File: src/rtl/wb_rr_arbiter.sv
// Round-robin Wishbone B3 arbiter: shares one slave port between NUM_MASTERS
// packed master ports. A grant is held for the whole cyc of the winner so bursts
// pass through intact. A per-access watchdog aborts hung accesses with err.
module wb_rr_arbiter #(
  parameter int unsigned NUM_MASTERS = 2,
  parameter int unsigned AW          = 32,
  parameter int unsigned DW          = 32,
  parameter int unsigned TIMEOUT     = 255
) (
  input  logic                          wb_clk_i,
  input  logic                          wb_rst_ni,
  input  logic [AW*NUM_MASTERS-1:0]     wbm_adr_i,
  input  logic [DW*NUM_MASTERS-1:0]     wbm_dat_i,
  input  logic [(DW/8)*NUM_MASTERS-1:0] wbm_sel_i,
  input  logic [NUM_MASTERS-1:0]        wbm_we_i,
  input  logic [NUM_MASTERS-1:0]        wbm_cyc_i,
  input  logic [NUM_MASTERS-1:0]        wbm_stb_i,
  input  logic [3*NUM_MASTERS-1:0]      wbm_cti_i,
  input  logic [2*NUM_MASTERS-1:0]      wbm_bte_i,
  output logic [DW*NUM_MASTERS-1:0]     wbm_dat_o,
  output logic [NUM_MASTERS-1:0]        wbm_ack_o,
  output logic [NUM_MASTERS-1:0]        wbm_err_o,
  output logic [NUM_MASTERS-1:0]        wbm_rty_o,
  output logic [AW-1:0]                 wbs_adr_o,
  output logic [DW-1:0]                 wbs_dat_o,
  output logic [DW/8-1:0]               wbs_sel_o,
  output logic                          wbs_we_o,
  output logic                          wbs_cyc_o,
  output logic                          wbs_stb_o,
  output logic [2:0]                    wbs_cti_o,
  output logic [1:0]                    wbs_bte_o,
  input  logic [DW-1:0]                 wbs_dat_i,
  input  logic                          wbs_ack_i,
  input  logic                          wbs_err_i,
  input  logic                          wbs_rty_i,
  output logic [NUM_MASTERS-1:0]        grant_o,
  output logic                          timeout_o
);

  localparam int unsigned SW = DW / 8;
  localparam int unsigned LW = (NUM_MASTERS > 1) ? $clog2(NUM_MASTERS) : 1;
  // Watchdog fires on the TIMEOUT-th waiting cycle, i.e. while the count is TIMEOUT-1.
  localparam logic [15:0] TimeoutLast = 16'(TIMEOUT - 1);

  localparam logic [1:0] StIdle  = 2'd0;
  localparam logic [1:0] StBusy  = 2'd1;
  localparam logic [1:0] StAbort = 2'd2;

  logic [1:0]             state_q, state_d;
  logic [NUM_MASTERS-1:0] grant_q, grant_d;
  logic [LW-1:0]          last_q, last_d;
  logic [15:0]            wdog_q, wdog_d;

  // Unpacked views of the master request vectors.
  logic [AW-1:0] adr_arr [NUM_MASTERS];
  logic [DW-1:0] dat_arr [NUM_MASTERS];
  logic [SW-1:0] sel_arr [NUM_MASTERS];
  logic [2:0]    cti_arr [NUM_MASTERS];
  logic [1:0]    bte_arr [NUM_MASTERS];

  logic          busy, g_cyc, g_stb, slv_resp, waiting, fire;
  logic          pick_valid;
  logic [LW-1:0] pick_idx;
  int            rr_cand;

  for (genvar k = 0; k < NUM_MASTERS; k++) begin : g_master
    assign adr_arr[k] = wbm_adr_i[AW*k +: AW];
    assign dat_arr[k] = wbm_dat_i[DW*k +: DW];
    assign sel_arr[k] = wbm_sel_i[SW*k +: SW];
    assign cti_arr[k] = wbm_cti_i[3*k +: 3];
    assign bte_arr[k] = wbm_bte_i[2*k +: 2];

    // Responses reach only the granted master, and only while BUSY.
    assign wbm_dat_o[DW*k +: DW] = (busy && grant_q[k]) ? wbs_dat_i : '0;
    assign wbm_ack_o[k] = busy && grant_q[k] && wbs_ack_i;
    assign wbm_rty_o[k] = busy && grant_q[k] && wbs_rty_i;
    assign wbm_err_o[k] = busy && grant_q[k] && (wbs_err_i || fire);
  end

  assign busy     = (state_q == StBusy);
  assign g_cyc    = wbm_cyc_i[last_q];
  assign g_stb    = wbm_stb_i[last_q];
  assign slv_resp = wbs_ack_i || wbs_err_i || wbs_rty_i;
  assign waiting  = busy && g_cyc && g_stb && !slv_resp;
  assign fire     = waiting && (wdog_q == TimeoutLast);

  assign grant_o   = grant_q;
  assign timeout_o = fire;

  // Round-robin pick: scan from the farthest candidate back so the nearest after last wins.
  always_comb begin
    pick_valid = 1'b0;
    pick_idx   = '0;
    rr_cand    = 0;
    for (int k = NUM_MASTERS; k >= 1; k--) begin
      rr_cand = int'(last_q) + k;
      if (rr_cand >= int'(NUM_MASTERS)) rr_cand = rr_cand - int'(NUM_MASTERS);
      if (wbm_cyc_i[LW'(rr_cand)]) begin
        pick_valid = 1'b1;
        pick_idx   = LW'(rr_cand);
      end
    end
  end

  // Slave request mux: granted master's signals while BUSY, all zero otherwise.
  always_comb begin
    wbs_adr_o = '0;
    wbs_dat_o = '0;
    wbs_sel_o = '0;
    wbs_we_o  = 1'b0;
    wbs_cyc_o = 1'b0;
    wbs_stb_o = 1'b0;
    wbs_cti_o = '0;
    wbs_bte_o = '0;
    if (busy) begin
      wbs_adr_o = adr_arr[last_q];
      wbs_dat_o = dat_arr[last_q];
      wbs_sel_o = sel_arr[last_q];
      wbs_we_o  = wbm_we_i[last_q];
      wbs_cyc_o = g_cyc;
      wbs_stb_o = g_stb;
      wbs_cti_o = cti_arr[last_q];
      wbs_bte_o = bte_arr[last_q];
    end
  end

  // Watchdog counts only cycles where the granted strobe waits without any response.
  always_comb begin
    wdog_d = '0;
    if (waiting && !fire) wdog_d = wdog_q + 16'd1;
  end

  // Arbitration FSM: grant on request, hold for the whole cycle, abort on watchdog.
  always_comb begin
    state_d = state_q;
    grant_d = grant_q;
    last_d  = last_q;
    case (state_q)
      StIdle: begin
        if (pick_valid) begin
          state_d           = StBusy;
          grant_d           = '0;
          grant_d[pick_idx] = 1'b1;
          last_d            = pick_idx;
        end
      end
      StBusy: begin
        if (!g_cyc) begin
          state_d = StIdle;
          grant_d = '0;
        end else if (fire) begin
          state_d = StAbort;
        end
      end
      StAbort: begin
        if (!g_cyc) begin
          state_d = StIdle;
          grant_d = '0;
        end
      end
      default: begin
        state_d = StIdle;
        grant_d = '0;
      end
    endcase
  end

  // State registers; last resets to the top master so master 0 wins first.
  always_ff @(posedge wb_clk_i or negedge wb_rst_ni) begin
    if (!wb_rst_ni) begin
      state_q <= StIdle;
      grant_q <= '0;
      last_q  <= LW'(NUM_MASTERS - 1);
      wdog_q  <= '0;
    end else begin
      state_q <= state_d;
      grant_q <= grant_d;
      last_q  <= last_d;
      wdog_q  <= wdog_d;
    end
  end

endmodule

File: config.mk
export PLATFORM = sky130hd
export DESIGN_NAME = wb_rr_arbiter
export DESIGN_NICKNAME = d
export VERILOG_FILES = /design/src/rtl/wb_rr_arbiter.sv
export SDC_FILE = /design/constraint.sdc
export NUM_CORES = 1
export LEC_CHECK = 0
export CAP_MARGIN = 20
export CORE_AREA = 2 2 130 132
export CTS_CLUSTER_DIAMETER = 60
export DETAILED_ROUTE_END_ITERATION = 10
export DIE_AREA = 0 0 132 134
export MAX_ROUTING_LAYER = met4
export SYNTH_ARGS = -nofsm -noshare
export SYNTH_HDL_FRONTEND = slang
export SYNTH_SLANG_ARGS = --single-unit
File: constraint.sdc
create_clock -name wb_clk_i -period 2.6 [get_ports wb_clk_i]
set_input_delay 0.52 -clock wb_clk_i [delete_from_list [all_inputs] [get_ports wb_clk_i]]
set_output_delay 0.52 -clock wb_clk_i [all_outputs]
set_load 0.005 [all_outputs]
Word level (Yosys, flattened, before mapping)

Index checks and enable logic that the tools add are counted.

Input port bits: 189
Word-level logic and storage cells: 100
Output and inout port bits: 149
Register bits: 21

Magnitude comparators: 8
Reductions and logical operators: 24
Equal/unequal tests: 7
Mux-type cells: 51
Add/sub/neg operators: 5
Bitwise operators: 1

Operator list:

| operator                                                                     | count |
|---|---|
| 32-bit two-way mux                                                           | 10 |
| 1-bit two-way mux                                                            | 20 |
| 2-bit two-way mux                                                            | 9 |
| 16-bit by 1-bit adder with 16-bit output, second input constant              | 1 |
| 16-bit by 8-bit == test with 1-bit output, second input constant             | 1 |
| 16-bit two-way mux                                                           | 1 |
| 4-bit two-way mux                                                            | 4 |
| 1-bit logical AND                                                            | 14 |
| 3-bit two-way mux                                                            | 4 |
| 1-bit by 3-bit less-than comparator with 1-bit output, second input constant | 2 |
| 2-bit != test, second input constant                                         | 3 |
| 2-bit case mux with 3 select lines                                           | 1 |
| 2-bit >= comparator, second input constant                                   | 2 |
| 1-bit by 2-bit less-than comparator with 1-bit output, second input constant | 2 |
| 2-bit case mux with 2 select lines                                           | 1 |
| 2-bit AND reduction                                                          | 2 |
| 1-bit by 2-bit adder with 3-bit output, second input constant                | 1 |
| 3-bit by 2-bit >= comparator with 1-bit output, second input constant        | 1 |
| 1-bit logical OR                                                             | 3 |
| 3-bit by 2-bit != test with 1-bit output, second input constant              | 1 |
| 3-bit AND reduction                                                          | 1 |
| 1-bit by 1-bit adder with 2-bit output, second input constant                | 1 |
| 2-bit by 1-bit == test with 1-bit output, second input constant              | 1 |
| 2-bit == test, second input constant                                         | 1 |
| 7 further kinds                                                              | 9 |

Depth between registers and ports, before layout

Gate-level depths: netlist of run 1.

Depth after elaboration: 14
Mapped depth: 8
Mapped depth without buffers: 6

Worst setup path before layout of run 1

No wires, ideal clock.

Path kind: register -> output
Start point: reg last_q
End point: out wbm_err_o[0]
Path buffers: 1
Path slack: 0.595 ns
Arrival: 1.485 ns
Stages on the path, launching flop included: 6
Required time: 2.080 ns
Path through: dfstp_2 > buf_4 > mux2_2 > and4_4 > and2_4 > o211a_1

Longest elaborated chain between the ends: 8
Elaborated cells between the ends (all ways): 10
Those cells by class: mux (4); reduce/logical (6)

RTL lines:

| element                                               | line | source |
|---|---|---|
| from (decl)                                           | 51   | `logic [LW-1:0] last_q, last_d;` |
| from (signal assigned)                                | 173  | `last_q <= LW'(NUM_MASTERS - 1);` |
| from (signal assigned)                                | 178  | `last_q <= last_d;` |
| 1-bit two-way mux (implied by the code) (2 in series) | 81   | `assign g_cyc = wbm_cyc_i[last_q];` |
| 1-bit logical AND                                     | 84   | `assign waiting = busy && g_cyc && g_stb && !slv_resp;` |
| 1-bit logical AND (*) (2 in series)                   | 84   |  |
| 1-bit logical AND (*)                                 | 85   | `assign fire = waiting && (wdog_q == TimeoutLast);` |
| net timeout_o                                         | 37   | `output logic timeout_o` |
| 1-bit logical OR (*)                                  | 77   | `assign wbm_err_o[k] = busy && grant_q[k] && (wbs_err_i \|\| fire);` |
| 1-bit logical AND (*)                                 | 77   |  |
| to (decl)                                             | 22   | `output logic [NUM_MASTERS-1:0] wbm_err_o,` |

Mark *: on every way through the listed nets, which the timed path passes. The rest lies on a longest branch. The select of a mux whose other input is x is not followed.

Worst setup path in the final report of run 1

Start point: reg last_q
End point: out wbs_dat_o[5]

Longest elaborated chain between the ends: 5

RTL lines:

| element                                                | line | source |
|---|---|---|
| 1-bit NOT with 2-bit output (implied by the code)      | 117  | `wbs_dat_o = dat_arr[last_q];` |
| 32-bit two-way mux (implied by the code) (3 in series) | 117  |  |
| 32-bit two-way mux                                     | 115  | `if (busy) begin` |
| to (decl)                                              | 25   | `output logic [DW-1:0] wbs_dat_o,` |

No other way between the ends. The select of a mux whose other input is x is not followed.

==> flow_metrics.env, run 1 <==
export IMPL_finalSetupTns_ns=-0.002699
export IMPL_yosysWarnings=0
export IMPL_synthXorXnorAreaFrac_pct=3.819
export IMPL_htreeDepth=1
export IMPL_p_total_mw=5.263
export IMPL_synth_top_cell_area_share_pct=25.18
export IMPL_leakagePower_nw=3.729
export IMPL_outcome="complete, but fails checks"
export IMPL_final_common_cell="clkdlybuf4s50_1"
export IMPL_cp_start_kind="register"
export IMPL_area_delta_synth_final_pct=144.7
export IMPL_vdd_drop_max_v=0.0004829
export IMPL_seqPwrFrac_pct=7.9
export IMPL_syn_area_um2=2982
export IMPL_cpPeakStageDelay_ns=0.68
export IMPL_finalCritPeriodShare_pct=100.1
export IMPL_fmax_mhz=384.2
export IMPL_synth_area_leaders="mux2i_1 25%, dfrtp_1 17%, nor2b_1 16%"
export IMPL_die_y_um=134
export IMPL_fin_nets=914
export IMPL_place_congestion=0.9744
export IMPL_hold_viol=0
export IMPL_drt_initial_drc_count=173
export IMPL_antenna_cells=0
export IMPL_die_x_um=132
export IMPL_cp_arrival_ns=2.08
export IMPL_syn_avg_cell_area_um2=8.080
export IMPL_finalCriticalPeriod_ns=2.603
export IMPL_grt_max_degree=59
export IMPL_syn_inst=369
export IMPL_grt_pass1_vias=3900
export IMPL_slew_headroom_pct=57.82
export IMPL_synth_edf_count=0
export IMPL_numClockSinks=21
export IMPL_clk_pin_slew_ns=0.06
export IMPL_grt_usage_pct=18.07
export IMPL_p_sw_share_pct=38.21
export IMPL_dpl_hpwl_um=13710
export IMPL_coreArea_um2=16290
export IMPL_routed_wirelength_um=17240
export IMPL_portBuffers=337
export IMPL_cts_buffer_depth=2
export IMPL_clkPwrFrac_pct=6.4
export IMPL_rrSetupSlack_ns=0.46
export IMPL_grt_overflow_total=0
export IMPL_drive_gt1_share_pct=10.86
export IMPL_yosys_area_top_type="mux2i_1"
export IMPL_synth_main_ff_cell="dfrtp_1"
export IMPL_clk_latency_ns=0.26
export IMPL_synth_async_reset_ratio_pct=100.0
export IMPL_critPathSlowestCell="dfstp_4"
export IMPL_synth_compound_area_share_pct=4.154
export IMPL_initial_core_util_pct=18.30
export IMPL_firstDrtPassIters=4
export IMPL_finalClockSkew_ns=0.002791
export IMPL_yosys_area_share_simple_pct=39.53
export IMPL_antenna_found_initial=0
export IMPL_layout_common_cells="271 x clkdlybuf4s50_1, 73 x nor2b_1, 70 x and3_1"
export IMPL_cp_cell_sequence="buf_12 > buf_16 > mux2i_2 > nor2b_1 > clkdlybuf4s50_1"
export IMPL_cts_tree="built"
export IMPL_cts_buffers=3
export IMPL_pwr_share_comb_pct=85.7
export IMPL_synth_area_mux_share_pct=26.44
export IMPL_violations="negative setup slack"
export IMPL_cts_root_buf="clkbuf_16"
export IMPL_cts_hold_buf=0
export IMPL_grt_first_pass_wirelength_um=24320
export IMPL_avgViaCountPerCell=4.302
export IMPL_ys_seq_area_share_pct=17.67
export IMPL_endpoint_kind="output port"
export IMPL_internal_power_mw=3.252
export IMPL_vias=4035
export IMPL_power_switching_mw=2.011
export IMPL_holdCritPathClass="reg2reg"
export IMPL_synth_fa_ha_area_share_pct=2.518
export IMPL_ys_types=44
export IMPL_crit_fanout=14
export IMPL_die_area_um2=17690
export IMPL_drc=0
export IMPL_io_pins=338
export IMPL_setup_slack_ns=-0.002699
export IMPL_synth_seq_cells=21
export IMPL_crit_required_ns=2.08
export IMPL_antenna_left=0
export IMPL_rsz0062_at_grt="true"
export IMPL_synthesis_nets=564
export IMPL_synth_top_family_by_area="simple AND/OR/NAND/NOR gates"
export IMPL_path_class="reg2out"
export IMPL_worstMarginPinSlew_ns=0.6327
export IMPL_p_per_area_nw_per_um2=721.2
export IMPL_final_max_slew_viol_count=0
export IMPL_cap_viol_max_count=0
export IMPL_row_count=47
export IMPL_wl_per_cell_um=18.38
export IMPL_setup_viol=1
[cell usage after synthesis (2+ instances only)]
cell type / count
xor2_1: 5
buf_2: 8
or3_1: 2
nor2b_1: 75
nor2_1: 14
mux2i_1: 75
o211a_1: 2
inv_1: 7
nand4_1: 2
xnor2_1: 8
nand3_1: 5
and4_1: 2
buf_4: 3
nand2b_1: 2
nand2_1: 6
nor3_1: 5
a21oi_1: 3
a21oi_2: 2
clkbuf_1: 23
o21ai_0: 3
dfrtp_1: 20
ha_1: 6
and3_1: 70
[critical path: cells and delay by family (launching register included)]
family	cells	cell delay, ns
multiplexers	1	0.26
buffers and inverters	3	0.79
flip-flops	1	0.68
AND/OR/NAND/NOR	1	0.08
[through the flow]
step	worst slack [ns]	std cells	hold slack, ns	utilization (%)	instance area, um2
5_1_grt	-0.05823	938	0.5367	44.80	7297
4_1_cts	-0.002975	931	0.5164	43.33	7058
6_report	-0.002699	938	0.5107	44.80	7297
2_1_floorplan	0.5949	369	0.2244	-	2982
3_3_place_gp	-0.2536	913	0.4963	41.24	6718
3_5_place_dp	-0.2906	913	0.4979	41.24	6718
[metal layers]
metal	vias up	routed length (um)	GRT usage, %
met5	-	0	-
met4	0	255	3.442
met3	12	984	3.855
met2	136	8993	31.83
met1	1895	7004	21.37
li1	1992	-	-
[path summary, 6_finish.rpt]
check                                       startpoint                      to  cells past startpoint
worst min-delay path            grant_o[0]$_DFFE_PN0P_  grant_o[0]$_DFFE_PN0P_                      1
min in group asynchronous                    wb_rst_ni     wdog_q[0]$_DFF_PN0_                      2
worst min register to register  grant_o[0]$_DFFE_PN0P_  grant_o[0]$_DFFE_PN0P_                      1
worst max register to register      last_q$_DFFE_PN1P_  state_q[0]$_DFFE_PN0P_                      5
max in group asynchronous                    wb_rst_ni      last_q$_DFFE_PN1P_                      2
worst max-delay path                last_q$_DFFE_PN1P_            wbs_dat_o[5]                      5
[area by class of cell]
| cell class | instances | area [um2] |
|---|---|---|
| clock inverter | 1 | 7.507 |
| timing repair buffer | 379 | 3943 |
| multi-input combinational | 307 | 2440 |
| clock buffer | 3 | 75.07 |
| inverter | 7 | 26.28 |
| tap | 220 | 275.3 |
| fill | 1594 | 8992 |
| sequential | 21 | 530.5 |
[power groups by stage]
stage | clock network, mW | logic [mW] | registers, mW
2_1_floorplan | 0 | 1.75 | 0.395
3_3_place_gp | 0 | 3.97 | 0.419
3_5_place_dp | 0 | 4.01 | 0.421
4_1_cts | 0.341 | 4.41 | 0.415
5_1_grt | 0.352 | 4.78 | 0.419
6_report | 0.335 | 4.51 | 0.415
[flip-flops by register name, indices dropped and copies added, names as in the netlist]
| signal | count |
|---|---|
| grant_o | 2 |
| last_q | 1 |
| state_q | 2 |
| wdog_q | 16 |
[cell families (layout without fill, tap and decap cells)]
kind of cell / Yosys count / after routing
buf+inv: 41 / 390
mux: 78 / 78
flops: 21 / 21
fa+ha+maj: 6 / 6
simple gates: 193 / 193
xor+xnor: 13 / 13
compound gates: 17 / 17
[timing repair]
item / CTS / global route
endpoints found under the setup margin: 69 / 55
cloned: 2 / 1
pin swaps: 1 / 0
buffers inserted: 12 / 6
resized for setup: 50 / 57
(Power assumes the default switching activity.)
==> run 2: changes to the inputs <==
--- a/config.mk
+++ b/config.mk
@@ -6,10 +6,12 @@
 export NUM_CORES = 1
 export LEC_CHECK = 0
 export CAP_MARGIN = 20
-export CORE_AREA = 2 2 130 132
+export CORE_AREA = 2 2 132 134
+export CTS_BUF_LIST = sky130_fd_sc_hd__clkbuf_2
 export CTS_CLUSTER_DIAMETER = 60
 export DETAILED_ROUTE_END_ITERATION = 10
-export DIE_AREA = 0 0 132 134
+export DIE_AREA = 0 0 134 136
+export GPL_ROUTABILITY_DRIVEN = 0
 export MAX_ROUTING_LAYER = met4
 export SYNTH_ARGS = -nofsm -noshare
 export SYNTH_HDL_FRONTEND = slang
==> flow_metrics.env, run 2 (synthesized netlist as in run 1, its figures left out) <==
export IMPL_finalCriticalPeriod_ns=2.606
export IMPL_final_max_slew_viol_count=0
export IMPL_layout_common_cells="193 x clkdlybuf4s50_1, 91 x dlygate4sd2_1, 75 x nor2b_1"
export IMPL_p_per_area_nw_per_um2=696.9
export IMPL_grt_max_degree=65
export IMPL_numClockSinks=21
export IMPL_place_area_um2=6676
export IMPL_grt_overflow_total=0
export IMPL_dpl_hpwl_um=13170
export IMPL_drive_gt1_share_pct=11.02
export IMPL_rsz0062_at_grt="true"
export IMPL_die_x_um=134
export IMPL_pre_cts_slack_ns=-0.2904
export IMPL_rrSetupSlack_ns=0.33
export IMPL_grt_usage_pct=17.92
export IMPL_dp_cells=915
export IMPL_avgViaCountPerCell=4.318
export IMPL_largest_register_ffs=16
export IMPL_initial_core_util_pct=17.67
export IMPL_die_area_um2=18220
export IMPL_firstDrtPassIters=4
export IMPL_layout_cells_non_filler=953
export IMPL_p_total_mw=4.995
export IMPL_outcome="complete, but fails checks"
export IMPL_clk_pin_slew_ns=0.20
export IMPL_antenna_left=0
export IMPL_postLayoutCellArea_um2=7168
export IMPL_holdCritPathClass="in2async"
export IMPL_regMostFlops="wdog_q"
export IMPL_wl_per_cell_um=18.54
export IMPL_crit_required_ns=2.08
export IMPL_vias=4115
export IMPL_finalCritPeriodShare_pct=100.2
export IMPL_clk_latency_ns=0.32
export IMPL_coreArea_um2=16880
export IMPL_portBuffers=337
export IMPL_die_y_um=136
export IMPL_path_class="reg2out"
export IMPL_antenna_found_initial=2
export IMPL_worstMarginPinSlew_ns=0.4275
export IMPL_slew_headroom_pct=71.26
export IMPL_vdd_drop_max_v=0.0003682
export IMPL_cts_buffer_depth=2
export IMPL_r2r_start="last_q$_DFFE_PN1P_"
export IMPL_hold_viol=0
export IMPL_violations="negative setup slack"
export IMPL_drc=0
export IMPL_setup_viol=2
export IMPL_finalClockSkew_ns=0.002467
export IMPL_r2r_end="state_q[0]$_DFFE_PN0P_"
export IMPL_cts_tree="built"
export IMPL_fmax_mhz=383.8
export IMPL_grt_pass1_vias=4012
export IMPL_fin_nets=922
export IMPL_leakagePower_nw=4.116
export IMPL_final_common_cell="clkdlybuf4s50_1"
export IMPL_row_count=48
export IMPL_area_delta_synth_final_pct=140.4
export IMPL_crit_fanout=5
export IMPL_utilization_pct=42.47
export IMPL_cap_viol_max_count=0
export IMPL_htreeDepth=1
export IMPL_cp_arrival_ns=2.09
export IMPL_endpoint_kind="output port"
export IMPL_reg2reg_depth=6
export IMPL_routed_wirelength_um=17670
export IMPL_grt_first_pass_wirelength_um=24870
export IMPL_io_pins=338
export IMPL_drt_initial_drc_count=169
export IMPL_cts_buffers=3
export IMPL_cts_root_buf="clkbuf_2"
export IMPL_setup_slack_ns=-0.005722
export IMPL_cp_start_kind="register"
==> run 2: cell types whose count changed in the layout (fill, tap and decap cells not counted), sizes merged <==
cell           change
buf               +10
bufbuf             +1
clkbuf             +9
clkdlybuf4s15      +7
clkdlybuf4s50     -78
clkinvlp           -1
diode              +2
dlygate4sd2       +68
dlymetal6s2s       -8
==> run 2: how the worst max path moves through the flow <==
stage | startpoint | to | slack [ns] | depth (start not counted)
finish | last_q$_DFFE_PN1P_ | wbm_err_o[0] | -0.006 | 6
global route | last_q$_DFFE_PN1P_ | wbm_err_o[1] | -0.1 | 6
CTS | last_q$_DFFE_PN1P_ | wbs_dat_o[23] | -0.13 | 4
detailed placement | wbs_err_i | wbm_err_o[0] | -0.29 | 7
global placement | wbs_err_i | wbm_err_o[0] | -0.31 | 7
floorplan | last_q$_DFFE_PN1P_ | wbm_err_o[0] | 0.59 | 5
==> run 2: per-stage QoR <==
stage | hold slack (ns) | setup TNS (ns)
after floorplan | 0.2244 | 0
after global placement | 0.5229 | -0.8893
after detailed placement | 0.5455 | -0.8300
after CTS | 0.4890 | -1.094
after global routing | 0.4969 | -0.4589
final | 0.5043 | -0.01089
==> run 2: area by class of cell <==
class / count / area (um2)
fill: 1666 / 9708
timing repair buffer: 387 / 3994
multi-input combinational: 307 / 2311
sequential: 21 / 530.5
tap: 225 / 281.5
inverter: 7 / 26.28
clock buffer: 4 / 20.02
antenna: 2 / 5.005
==> run 2: power breakdown <==
group          switching [mW]  internal (mW)  total [mW]
clock                   0.102         0.0407       0.143
sequential             0.0513          0.371       0.423
combinational            1.84           2.59        4.43
total                    2.00           3.00        5.00
==> run 2: routing by layer <==
metal	GRT usage [%]	up-vias	wire, um
met2	30.68	140	8834
met1	22.03	1947	7431
li1	-	2014	-
met4	2.660	0	176
met5	-	-	0
met3	4.027	14	1225
==> run 2: timing repair <==
action	CTS	global route
pin swaps	0	1
hold buffers	0	0
gates resized for setup	134	69
buffers inserted	12	12
endpoints found under the setup margin	144	40
cloned	8	1
==> run 2: worst max-delay path, cell delays in order, from the launching register on <==
cell	delay, ns
dfstp_4	0.72
buf_6	0.11
mux2_4	0.31
and4_4	0.15
and2_4	0.15
o211a_1	0.20
buf_2	0.12
==> run 3: changes to the inputs <==
--- a/config.mk
+++ b/config.mk
@@ -6,11 +6,12 @@
 export NUM_CORES = 1
 export LEC_CHECK = 0
 export CAP_MARGIN = 20
-export CORE_AREA = 2 2 132 134
+export CORE_AREA = 2 2 130 132
 export CTS_BUF_LIST = sky130_fd_sc_hd__clkbuf_2
 export CTS_CLUSTER_DIAMETER = 60
 export DETAILED_ROUTE_END_ITERATION = 10
-export DIE_AREA = 0 0 134 136
+export DIE_AREA = 0 0 132 134
+export DONT_BUFFER_PORTS = 1
 export GPL_ROUTABILITY_DRIVEN = 0
 export MAX_ROUTING_LAYER = met4
 export SYNTH_ARGS = -nofsm -noshare
==> flow_metrics.env, run 3 (synthesized netlist as in run 1, its figures left out) <==
export IMPL_initial_core_util_pct=18.30
export IMPL_path_class="reg2out"
export IMPL_place_area_um2=3189
export IMPL_antenna_cells=0
export IMPL_drt_initial_drc_count=142
export IMPL_vdd_drop_max_v=0.0009109
export IMPL_die_area_um2=17690
export IMPL_grt_max_degree=81
export IMPL_vias=2673
export IMPL_rsz0062_at_grt="false"
export IMPL_fin_nets=545
export IMPL_postLayoutCellArea_um2=3252
export IMPL_leakagePower_nw=1.587
export IMPL_cp_start_kind="register"
export IMPL_regMostFlops="wdog_q"
export IMPL_pwr_share_comb_pct=79.9
export IMPL_critPathLaunch="last_q$_DFFE_PN1P_"
export IMPL_antenna_found_initial=1
export IMPL_wl_per_cell_um=21.00
export IMPL_critPathSlowestCell="dfstp_4"
export IMPL_grt_usage_pct=12.07
export IMPL_crit_required_ns=2.08
export IMPL_holdCritPathClass="in2reg"
export IMPL_r2r_end="state_q[0]$_DFFE_PN0P_"
export IMPL_rrSetupSlack_ns=0.58
export IMPL_die_y_um=134
export IMPL_dpl_hpwl_um=9990
export IMPL_cts_buffer_depth=2
export IMPL_clk_latency_ns=0.34
export IMPL_finalClockSkew_ns=0.001197
export IMPL_crit_fanout=4
export IMPL_path_buf_inv=0
export IMPL_firstDrtPassIters=4
export IMPL_io_pins=338
export IMPL_slew_headroom_pct=36.40
export IMPL_fillers=1819
export IMPL_outcome="complete, no violations"
export IMPL_power_switching_mw=1.429
export IMPL_r2r_start="state_q[1]$_DFFE_PN0P_"
export IMPL_cpPeakStageDelay_ns=0.70
export IMPL_seqPwrFrac_pct=14.9
export IMPL_hold_viol=0
export IMPL_cp_arrival_ns=2.00
export IMPL_area_delta_synth_final_pct=9.064
export IMPL_row_count=47
export IMPL_cap_viol_max_count=0
export IMPL_cp_cell_sequence="mux2_2 > and4_4 > and2_4 > o211a_1"
export IMPL_path_delay_family="flip-flops"
export IMPL_grt_pass1_vias=2290
export IMPL_grt_first_pass_wirelength_um=15810
export IMPL_coreArea_um2=16290
export IMPL_p_sw_share_pct=52.65
export IMPL_avgViaCountPerCell=4.698
export IMPL_layout_common_cells="75 x nor2b_1, 73 x mux2i_1, 70 x and3_1"
export IMPL_internal_power_mw=1.285
export IMPL_fmax_mhz=397.2
export IMPL_finalCriticalPeriod_ns=2.517
export IMPL_reg2reg_depth=6
export IMPL_largest_register_ffs=16
export IMPL_setup_viol=0
export IMPL_routed_wirelength_um=11950
export IMPL_worstMarginPinSlew_ns=0.9509
export IMPL_drive_gt1_share_pct=8.023
export IMPL_final_common_cell="nor2b_1"
export IMPL_hold_depth=2
export IMPL_clkPwrFrac_pct=5.2
export IMPL_numClockSinks=21
export IMPL_cts_tree="built"
export IMPL_seqCellArea_um2=531.8
export IMPL_finalCritPeriodShare_pct=96.83
export IMPL_portBuffers=0
export IMPL_endpoint_kind="output port"
export IMPL_htreeDepth=1
export IMPL_multi_input_area_um2=2301
export IMPL_hold_end="last_q$_DFFE_PN1P_"
export IMPL_cts_root_buf="clkbuf_2"
export IMPL_drc=0
export IMPL_p_per_area_nw_per_um2=834.8
export IMPL_cts_buffers=3
export IMPL_die_x_um=132
export IMPL_finalSetupTns_ns=0
export IMPL_min_delay_start="wbm_cyc_i[0]"
export IMPL_clk_pin_slew_ns=0.20
export IMPL_grt_overflow_total=0
export IMPL_antenna_left=0
export IMPL_final_max_slew_viol_count=0
-- run 3: power groups by stage --
stage | Clock, mW | Combinational (mW) | Sequential, mW
after floorplan | 0 | 1.75 | 0.395
after global placement | 0 | 2.14 | 0.409
after detailed placement | 0 | 2.15 | 0.410
after CTS | 0.147 | 2.18 | 0.407
after global routing | 0.155 | 2.33 | 0.412
final | 0.141 | 2.17 | 0.405
-- run 3: worst max path at each step --
stage	end	slack (ns)	cells past startpoint
floorplan	wbm_err_o[0]	0.59	5
finish	wbm_err_o[1]	0.08	4
global placement	wbs_adr_o[31]	0.39	3
CTS	wbs_cti_o[2]	0.02	3
detailed placement	wbs_adr_o[31]	0.38	3
global route	wbm_err_o[1]	0.002	6
-- run 3: stage by stage --
step / util, % / std cells / hold slack [ns] / setup slack, ns / total power, mW
after detailed placement: 19.58 / 562 / 0.2251 / 0.3809 / 2.561
final: 19.96 / 569 / 0.2895 / 0.08253 / 2.715
after global routing: 19.96 / 569 / 0.3061 / 0.002338 / 2.900
after CTS: 19.83 / 567 / 0.2822 / 0.02253 / 2.729
after floorplan: - / 369 / 0.2244 / 0.5949 / 2.142
after global placement: 19.58 / 562 / 0.2251 / 0.3943 / 2.546
-- run 3: layer usage --
| layer | up-vias | routed length (um) | global-route usage (%) |
|---|---|---|---|
| met5 | - | 0 | - |
| met1 | 1292 | 5178 | 15.93 |
| met3 | 5 | 803 | 2.457 |
| met4 | 0 | 60 | 1.630 |
| met2 | 130 | 5908 | 19.59 |
| li1 | 1246 | - | - |
-- run 3: what timing repair did --
action,CTS,global route
gates resized for setup,2,3
hold buffers,1,0
hold endpoints to repair,21,0
setup endpoints to repair,1,3
buffers inserted,0,2
-- run 3: final cells by class --
cell class                 count  area share, %
multi-input combinational    307          70.76
sequential                    21          16.35
tap                          220          8.465
timing repair buffer          10          3.001
inverter                       7         0.8080
clock buffer                   3         0.4617
clock inverter                 1         0.1539
-- run 3: worst reg2reg max path, stage by stage (launching register included) --
cell,delay (ns)
dfrtp_1,0.44
inv_1,0.15
ha_4,0.16
buf_4,0.40
a21boi_0,0.16
mux2_1,0.31
a311o_1,0.31
